## src/rtl/change_dispenser_if.sv

```systemverilog
// Request/result handshake between the vending controller and the change dispenser.
interface change_dispenser_if #(
    parameter int AMT_W = 6
);
    logic             req_valid;
    logic [AMT_W-1:0] req_amount;
    logic             req_ready;
    logic             done;
    logic             fault;
    logic [1:0]       fault_code;
    logic [AMT_W-1:0] remaining;

    modport master (
        output req_valid, req_amount,
        input  req_ready, done, fault, fault_code, remaining
    );

    modport slave (
        input  req_valid, req_amount,
        output req_ready, done, fault, fault_code, remaining
    );
endinterface

```

## src/rtl/change_dispenser.sv

```systemverilog
// Pays out a change amount coin by coin (greedy quarter/dime/nickel), confirming each
// coin with the exit-chute sensor and tracking per-coin inventory.
//
// state    | meaning
// S_IDLE   | ready for a request; inventory may be loaded
// S_SELECT | pick the next coin, or finish when nothing is owed / no coin fits
// S_EJECT  | drive the chosen ejector for PULSE_CYCLES cycles
// S_WAIT   | wait up to ACK_TIMEOUT cycles for the sensor to confirm the coin
// S_DONE   | one-cycle completion pulse with fault status
module change_dispenser #(
    parameter int AMT_W        = 6,
    parameter int INV_W        = 8,
    parameter int PULSE_CYCLES = 4,
    parameter int ACK_TIMEOUT  = 16
) (
    input  logic               clk,
    input  logic               rst,
    change_dispenser_if.slave  req_if,
    input  logic               inv_load,
    input  logic [INV_W-1:0]   inv_q_in,
    input  logic [INV_W-1:0]   inv_d_in,
    input  logic [INV_W-1:0]   inv_n_in,
    output logic               eject_q,
    output logic               eject_d,
    output logic               eject_n,
    input  logic               coin_sensed,
    output logic [INV_W-1:0]   inv_q,
    output logic [INV_W-1:0]   inv_d,
    output logic [INV_W-1:0]   inv_n,
    output logic               busy
);
    localparam int CNT_MAX = (PULSE_CYCLES > ACK_TIMEOUT) ? PULSE_CYCLES : ACK_TIMEOUT;
    localparam int CNT_W   = $clog2(CNT_MAX + 1);
    localparam logic [CNT_W-1:0] PULSE_LOAD = CNT_W'(PULSE_CYCLES - 1);
    localparam logic [CNT_W-1:0] ACK_LOAD   = CNT_W'(ACK_TIMEOUT - 1);
    localparam logic [AMT_W-1:0] VAL_Q = AMT_W'(5);
    localparam logic [AMT_W-1:0] VAL_D = AMT_W'(2);
    localparam logic [AMT_W-1:0] VAL_N = AMT_W'(1);

    typedef enum logic [2:0] {S_IDLE, S_SELECT, S_EJECT, S_WAIT, S_DONE} state_t;
    typedef enum logic [1:0] {COIN_NONE, COIN_Q, COIN_D, COIN_N} coin_t;

    state_t           state_q, state_d;
    coin_t            coin_q, coin_d;
    logic [CNT_W-1:0] cnt_q, cnt_d;
    logic [AMT_W-1:0] rem_q, rem_d;
    logic [INV_W-1:0] inv_qtr_q, inv_qtr_d;
    logic [INV_W-1:0] inv_dim_q, inv_dim_d;
    logic [INV_W-1:0] inv_nck_q, inv_nck_d;
    logic             ej_qtr_q, ej_qtr_d;
    logic             ej_dim_q, ej_dim_d;
    logic             ej_nck_q, ej_nck_d;
    logic             done_q, done_d;
    logic             fault_q, fault_d;
    logic [1:0]       fault_code_q, fault_code_d;
    logic [AMT_W-1:0] coin_val;

    always_comb begin
        coin_val = '0;
        case (coin_q)
            COIN_Q:  coin_val = VAL_Q;
            COIN_D:  coin_val = VAL_D;
            COIN_N:  coin_val = VAL_N;
            default: coin_val = '0;
        endcase
    end

    always_comb begin
        state_d      = state_q;
        coin_d       = coin_q;
        cnt_d        = cnt_q;
        rem_d        = rem_q;
        inv_qtr_d    = inv_qtr_q;
        inv_dim_d    = inv_dim_q;
        inv_nck_d    = inv_nck_q;
        ej_qtr_d     = ej_qtr_q;
        ej_dim_d     = ej_dim_q;
        ej_nck_d     = ej_nck_q;
        done_d       = 1'b0;
        fault_d      = 1'b0;
        fault_code_d = 2'b00;

        case (state_q)
            S_IDLE: begin
                if (inv_load) begin
                    inv_qtr_d = inv_q_in;
                    inv_dim_d = inv_d_in;
                    inv_nck_d = inv_n_in;
                end
                if (req_if.req_valid) begin
                    rem_d   = req_if.req_amount;
                    state_d = S_SELECT;
                end
            end
            S_SELECT: begin
                if (rem_q == '0) begin
                    state_d = S_DONE;
                    done_d  = 1'b1;
                end else if (rem_q >= VAL_Q && inv_qtr_q != '0) begin
                    coin_d   = COIN_Q;
                    ej_qtr_d = 1'b1;
                    cnt_d    = PULSE_LOAD;
                    state_d  = S_EJECT;
                end else if (rem_q >= VAL_D && inv_dim_q != '0) begin
                    coin_d   = COIN_D;
                    ej_dim_d = 1'b1;
                    cnt_d    = PULSE_LOAD;
                    state_d  = S_EJECT;
                end else if (inv_nck_q != '0) begin
                    coin_d   = COIN_N;
                    ej_nck_d = 1'b1;
                    cnt_d    = PULSE_LOAD;
                    state_d  = S_EJECT;
                end else begin
                    state_d      = S_DONE;
                    done_d       = 1'b1;
                    fault_d      = 1'b1;
                    fault_code_d = 2'b01;
                end
            end
            S_EJECT: begin
                if (cnt_q == '0) begin
                    ej_qtr_d = 1'b0;
                    ej_dim_d = 1'b0;
                    ej_nck_d = 1'b0;
                    cnt_d    = ACK_LOAD;
                    state_d  = S_WAIT;
                end else begin
                    cnt_d = cnt_q - CNT_W'(1);
                end
            end
            S_WAIT: begin
                // A sense in the final timeout cycle still counts as a paid coin.
                if (coin_sensed) begin
                    rem_d = rem_q - coin_val;
                    case (coin_q)
                        COIN_Q:  inv_qtr_d = inv_qtr_q - INV_W'(1);
                        COIN_D:  inv_dim_d = inv_dim_q - INV_W'(1);
                        COIN_N:  inv_nck_d = inv_nck_q - INV_W'(1);
                        default: ;
                    endcase
                    state_d = S_SELECT;
                end else if (cnt_q == '0) begin
                    state_d      = S_DONE;
                    done_d       = 1'b1;
                    fault_d      = 1'b1;
                    fault_code_d = 2'b10;
                end else begin
                    cnt_d = cnt_q - CNT_W'(1);
                end
            end
            S_DONE: begin
                state_d = S_IDLE;
            end
            default: begin
                state_d = S_IDLE;
            end
        endcase
    end

    always_ff @(posedge clk) begin
        if (rst) begin
            state_q      <= S_IDLE;
            coin_q       <= COIN_NONE;
            cnt_q        <= '0;
            rem_q        <= '0;
            inv_qtr_q    <= '0;
            inv_dim_q    <= '0;
            inv_nck_q    <= '0;
            ej_qtr_q     <= 1'b0;
            ej_dim_q     <= 1'b0;
            ej_nck_q     <= 1'b0;
            done_q       <= 1'b0;
            fault_q      <= 1'b0;
            fault_code_q <= 2'b00;
        end else begin
            state_q      <= state_d;
            coin_q       <= coin_d;
            cnt_q        <= cnt_d;
            rem_q        <= rem_d;
            inv_qtr_q    <= inv_qtr_d;
            inv_dim_q    <= inv_dim_d;
            inv_nck_q    <= inv_nck_d;
            ej_qtr_q     <= ej_qtr_d;
            ej_dim_q     <= ej_dim_d;
            ej_nck_q     <= ej_nck_d;
            done_q       <= done_d;
            fault_q      <= fault_d;
            fault_code_q <= fault_code_d;
        end
    end

    // Ready is held off while reset is asserted even though the state is already IDLE.
    assign busy              = (state_q != S_IDLE);
    assign req_if.req_ready  = (state_q == S_IDLE) && !rst;
    assign req_if.done       = done_q;
    assign req_if.fault      = fault_q;
    assign req_if.fault_code = fault_code_q;
    assign req_if.remaining  = rem_q;
    assign eject_q           = ej_qtr_q;
    assign eject_d           = ej_dim_q;
    assign eject_n           = ej_nck_q;
    assign inv_q             = inv_qtr_q;
    assign inv_d             = inv_dim_q;
    assign inv_n             = inv_nck_q;
endmodule

```

## src/flat_wrapper.sv

```systemverilog
// flat-port wrapper written by rule: the top's interface ports become plain ports
module change_dispenser_flat 
#(
    parameter int AMT_W        = 6,
    parameter int INV_W        = 8,
    parameter int PULSE_CYCLES = 4,
    parameter int ACK_TIMEOUT  = 16
)
  (clk, rst, inv_load, inv_q_in, inv_d_in, inv_n_in, eject_q, eject_d, eject_n, coin_sensed, inv_q, inv_d, inv_n, busy, req_if_req_valid, req_if_req_amount, req_if_req_ready, req_if_done, req_if_fault, req_if_fault_code, req_if_remaining);
  change_dispenser_if #(.AMT_W(AMT_W)) req_if_i ();
  input  logic clk;
  input  logic rst;
  input  logic inv_load;
  input  logic [INV_W-1:0] inv_q_in;
  input  logic [INV_W-1:0] inv_d_in;
  input  logic [INV_W-1:0] inv_n_in;
  output logic eject_q;
  output logic eject_d;
  output logic eject_n;
  input  logic coin_sensed;
  output logic [INV_W-1:0] inv_q;
  output logic [INV_W-1:0] inv_d;
  output logic [INV_W-1:0] inv_n;
  output logic busy;
  input wire logic [$bits(req_if_i.req_valid)-1:0] req_if_req_valid;
  input wire logic [$bits(req_if_i.req_amount)-1:0] req_if_req_amount;
  output wire logic [$bits(req_if_i.req_ready)-1:0] req_if_req_ready;
  output wire logic [$bits(req_if_i.done)-1:0] req_if_done;
  output wire logic [$bits(req_if_i.fault)-1:0] req_if_fault;
  output wire logic [$bits(req_if_i.fault_code)-1:0] req_if_fault_code;
  output wire logic [$bits(req_if_i.remaining)-1:0] req_if_remaining;
  assign req_if_i.req_valid = req_if_req_valid;
  assign req_if_i.req_amount = req_if_req_amount;
  assign req_if_req_ready = req_if_i.req_ready;
  assign req_if_done = req_if_i.done;
  assign req_if_fault = req_if_i.fault;
  assign req_if_fault_code = req_if_i.fault_code;
  assign req_if_remaining = req_if_i.remaining;
  change_dispenser #(.AMT_W(AMT_W), .INV_W(INV_W), .PULSE_CYCLES(PULSE_CYCLES), .ACK_TIMEOUT(ACK_TIMEOUT)) u_core (.clk(clk), .rst(rst), .req_if(req_if_i), .inv_load(inv_load), .inv_q_in(inv_q_in), .inv_d_in(inv_d_in), .inv_n_in(inv_n_in), .eject_q(eject_q), .eject_d(eject_d), .eject_n(eject_n), .coin_sensed(coin_sensed), .inv_q(inv_q), .inv_d(inv_d), .inv_n(inv_n), .busy(busy));
endmodule
```

## config.mk

```make
export PLATFORM = sky130hd
export DESIGN_NAME = change_dispenser_flat
export DESIGN_NICKNAME = d
export VERILOG_FILES = /design/src/rtl/change_dispenser_if.sv /design/src/rtl/change_dispenser.sv /design/src/flat_wrapper.sv
export SDC_FILE = /design/constraint.sdc
export NUM_CORES = 1
export LEC_CHECK = 0
export CORE_ASPECT_RATIO = 0.7
export CORE_MARGIN = 2
export CORE_UTILIZATION = 25
export DETAILED_ROUTE_END_ITERATION = 6
export HOLD_SLACK_MARGIN = 0.05
export MAX_ROUTING_LAYER = met4
export PLACE_DENSITY_LB_ADDON = 0.12
export RECOVER_POWER = 25
export SYNTH_ARGS = -nofsm -noshare
export SYNTH_HDL_FRONTEND = slang
export SYNTH_SLANG_ARGS = --single-unit
```

## constraint.sdc

```tcl
create_clock -name clk -period 2.5 [get_ports clk]
set_clock_uncertainty 0.15 [all_clocks]
set_input_delay 0.75 -clock clk [delete_from_list [all_inputs] [get_ports clk]]
set_output_delay 0.75 -clock clk [all_outputs]
set_load 0.02 [all_outputs]
```

==> flow_metrics.py <==
metrics = {
    "worst_setup_path": {
        "cp_num_cells": 3,
        "cp_num_buf_inv": 2,
        "rr_startpoint": "u_core.inv_d[1]",
        "r2r_slack_ps": 250,
        "critical_path.slowest_cell": "clkdlybuf4s50_1",
        "crit_family": "buffers and inverters",
        "crit_path_end_kind": "primary output",
        "cp_max_fo": 2,
        "arrival_ps": 1580,
        "start_kind": "primary input",
        "critical_path_class": "in2out",
        "max_stage_delay_ps": 420,
        "reg2reg_to": "u_core.cnt_q[3]",
        "worst_r2r_path_depth": 7,
        "required_ps": 1600,
        "path_cells": "clkdlybuf4s50_1 -> nor2_1 -> clkdlybuf4s15_1",
    },
    "place": {
        "port_buffers": 73,
        "place_congestion": 0.807,
        "dp_hpwl_mm": 6.16,
        "dp.cells": 580,
    },
    "synth": {
        "postSynth.asyncResetShare_pct": 0,
        "yosysUniqueCellTypes": 59,
        "synth_edf_count": 0,
        "synth_top_area_cell": "dfxtp_1",
        "synth_top_area_share_pct": 33.9,
        "ys_top_cells_by_area": "dfxtp_1 34%, a21oi_1 6.5%, nor2_1 5.5%",
        "ys_dominant_reg_cell": "dfxtp_1",
        "syn_nets": 393,
        "ys_seq_elements": 47,
        "netlist_instances": 349,
        "syn_area_per_cell_um2": 7.96,
        "syn_area_um2": 2780,
        "yosysWarnings": 0,
        "seq_area_frac_synth_pct": 33.9,
    },
    "floorplanning": {
        "dieArea_um2": 12000,
        "start_util_pct": 25.4,
        "num_io_pins": 74,
        "die_y_um": 92.2,
        "fp.dieW_um": 130,
        "num_rows": 32,
        "core_area_um2": 10900,
    },
    "global_route": {
        "gr-total-overflow": 0,
        "grt_pass1_wl_mm": 14.1,
        "grt_pass1_vias": 2662,
        "grt_max_degree": 55,
        "track_usage_pct": 15.3,
        "antenna_found_initial": 0,
    },
    "clock_network": {
        "postCtsHoldBufs": 0,
        "numCtsBuffers": 5,
        "clock_latency_ps": 290,
        "cts_setup_buffers": 0,
        "clockBufferDepth": 2,
        "clock-sinks": 47,
        "root_buffer": "clkbuf_16",
        "clk_pin_slew_worst_paths_ps": 70,
        "cts_tree": "built",
        "h-tree-depth": 2,
    },
    "hold_path": {
        "hold_depth": 2,
        "min_from": "u_core.cnt_q[4]",
        "holdPathEnd": "u_core.cnt_q[4]",
        "hp-class": "reg2reg",
    },
    "power": {
        "p_per_area_nw_per_um2": 837,
        "power_mw": 3.36,
        "ir_drop_v": 0.000313,
        "p_leak_nw": 1.50,
    },
    "layout": {
        "synthToLayoutAreaGrowth_pct": 44.5,
        "num_antenna_cells": 0,
        "fin_nets": 478,
        "fillCellCount": 1148,
        "drive_gt1_share_pct": 12.2,
        "instances_no_fill": 588,
        "post-route-util_pct": 36.7,
    },
    "detailed_routing": {
        "wl_met3_um": 363,
        "drt-wirelength-per-cell_um": 14.6,
        "wl_met1_mm": 4.81,
        "top_layer_used": "met4",
        "wl_mm": 8.56,
        "drt_first_pass_iters": 4,
        "met2_length_mm": 3.37,
        "dr.first_iter.drc_count": 246,
        "drc": 0,
        "viasPerCell": 4.85,
        "num_vias": 2852,
        "ant_nets": 0,
    },
    "timing": {
        "setup_tns_ps": 0,
        "fmax_mhz": 404,
        "min_period_ps": 2480,
        "tightest_slew_ps": 597,
        "hold_ws_ps": 323,
        "rsz0062_at_grt": "no",
        "hold_viol": 0,
        "final_max_slew_viol_count": 0,
        "min_period_over_period_pct": 99.0,
        "setup_viol": 0,
        "slew_headroom_pct": 60.2,
    },
    "run": {
        "cap_viol_max_count": 0,
    },
    "outcome": {
        "status": "completed",
    },
}
==> how the worst max path moves through the flow <==
stage / from / endpoint
4_1_cts: u_core.req_if.remaining[1] / req_if_remaining[1]
3_5_place_dp: rst / req_if_req_ready
6_report: rst / req_if_req_ready
2_1_floorplan: rst / req_if_req_ready
5_1_grt: rst / req_if_req_ready
3_3_place_gp: rst / req_if_req_ready
==> metal layers <==
| layer | global-route usage (%) | up-vias |
|---|---|---|
| met5 | - | - |
| met4 | 2.69 | 0 |
| met3 | 3.56 | 2 |
| met2 | 20.5 | 55 |
| met1 | 23.3 | 1334 |
| li1 | - | 1461 |
==> sequential cells by signal, summed over array words and instances, names as in the netlist, 2 cells and up <==
signal                    flops
u_core.inv_d                  8
u_core.inv_n                  8
u_core.inv_q                  8
u_core.req_if.remaining       6
u_core.cnt_q                  5
u_core.state_q                3
u_core.coin_q                 2
u_core.req_if.fault_code      2
==> through the flow <==
| step | setup WS (ps) | instance area (µm²) |
|---|---|---|
| floorplan | 161 | 2780 |
| global placement | -291 | 3830 |
| detailed placement | -290 | 3830 |
| CTS | 5.90 | 4010 |
| global route | 4.92 | 4020 |
| finish | 23.8 | 4020 |
==> cells in the mapped netlist (all sizes together) (8+ instances only) <==
master  count
nand2      19
clkbuf     13
dfxtp      47
nor3       18
o21ai      25
a211oi     13
buf        10
a22oi       8
nor2       41
inv        18
ha          8
a21oi      36
==> worst register-to-register path, cell delays in order (launching register included) <==
cell	delay (ps)
dfxtp_1	350
inv_1	70
ha_1	190
or4b_4	540
o32ai_4	200
nand4_1	250
and2_4	230
a211oi_2	190
==> kinds of logic (layout without fill, tap and decap cells) <==
logic type,count (synthesis),in the layout,share of synthesized area [%]
buf+inv,41,127,6.04
flops,47,47,33.9
xor+xnor,1,1,0.315
fa+ha+maj,9,9,4.32
simple gates,122,122,23.3
compound gates,129,129,32.2
==> placed cells by master, fill, tap and decap left out, types with 7 or more instances in the layout <==
| master | netlist | final |
|---|---|---|
| clkdlybuf4s50_1 | 0 | 65 |
| dfxtp_1 | 47 | 46 |
| nor2_1 | 41 | 41 |
| a21oi_1 | 36 | 36 |
| o21ai_0 | 25 | 25 |
| buf_4 | 1 | 23 |
| nand2_1 | 19 | 19 |
| inv_1 | 18 | 18 |
| nor3_1 | 18 | 17 |
| a211oi_1 | 12 | 12 |
| a22oi_1 | 8 | 8 |
| ha_1 | 8 | 8 |
| dlygate4sd3_1 | 0 | 7 |
==> power breakdown <==
part           leakage (nW)  internal [mW]  switching [mW]
registers             0.386          0.873           0.151
clock network        0.0868          0.498           0.308
logic                  1.02          0.721           0.809
total                  1.50           2.09            1.27
==> timing repair <==
action,CTS,global route
endpoints found under the hold margin,0,0
gates resized for setup,2,4
pin swaps,0,0
endpoints found under the setup margin,1,3
==> final cells by class <==
class	count	area (µm²)	share of cell area [%]
Tap cell	153	191	4.77
Sequential cell	47	942	23.5
Timing Repair Buffer	101	960	23.9
Clock buffer	6	139	3.46
Multi-Input combinational cell	261	1680	41.9
Clock inverter	2	35.0	0.873
Inverter	18	67.6	1.68
No activity file was read; power rests on OpenSTA's default activity.
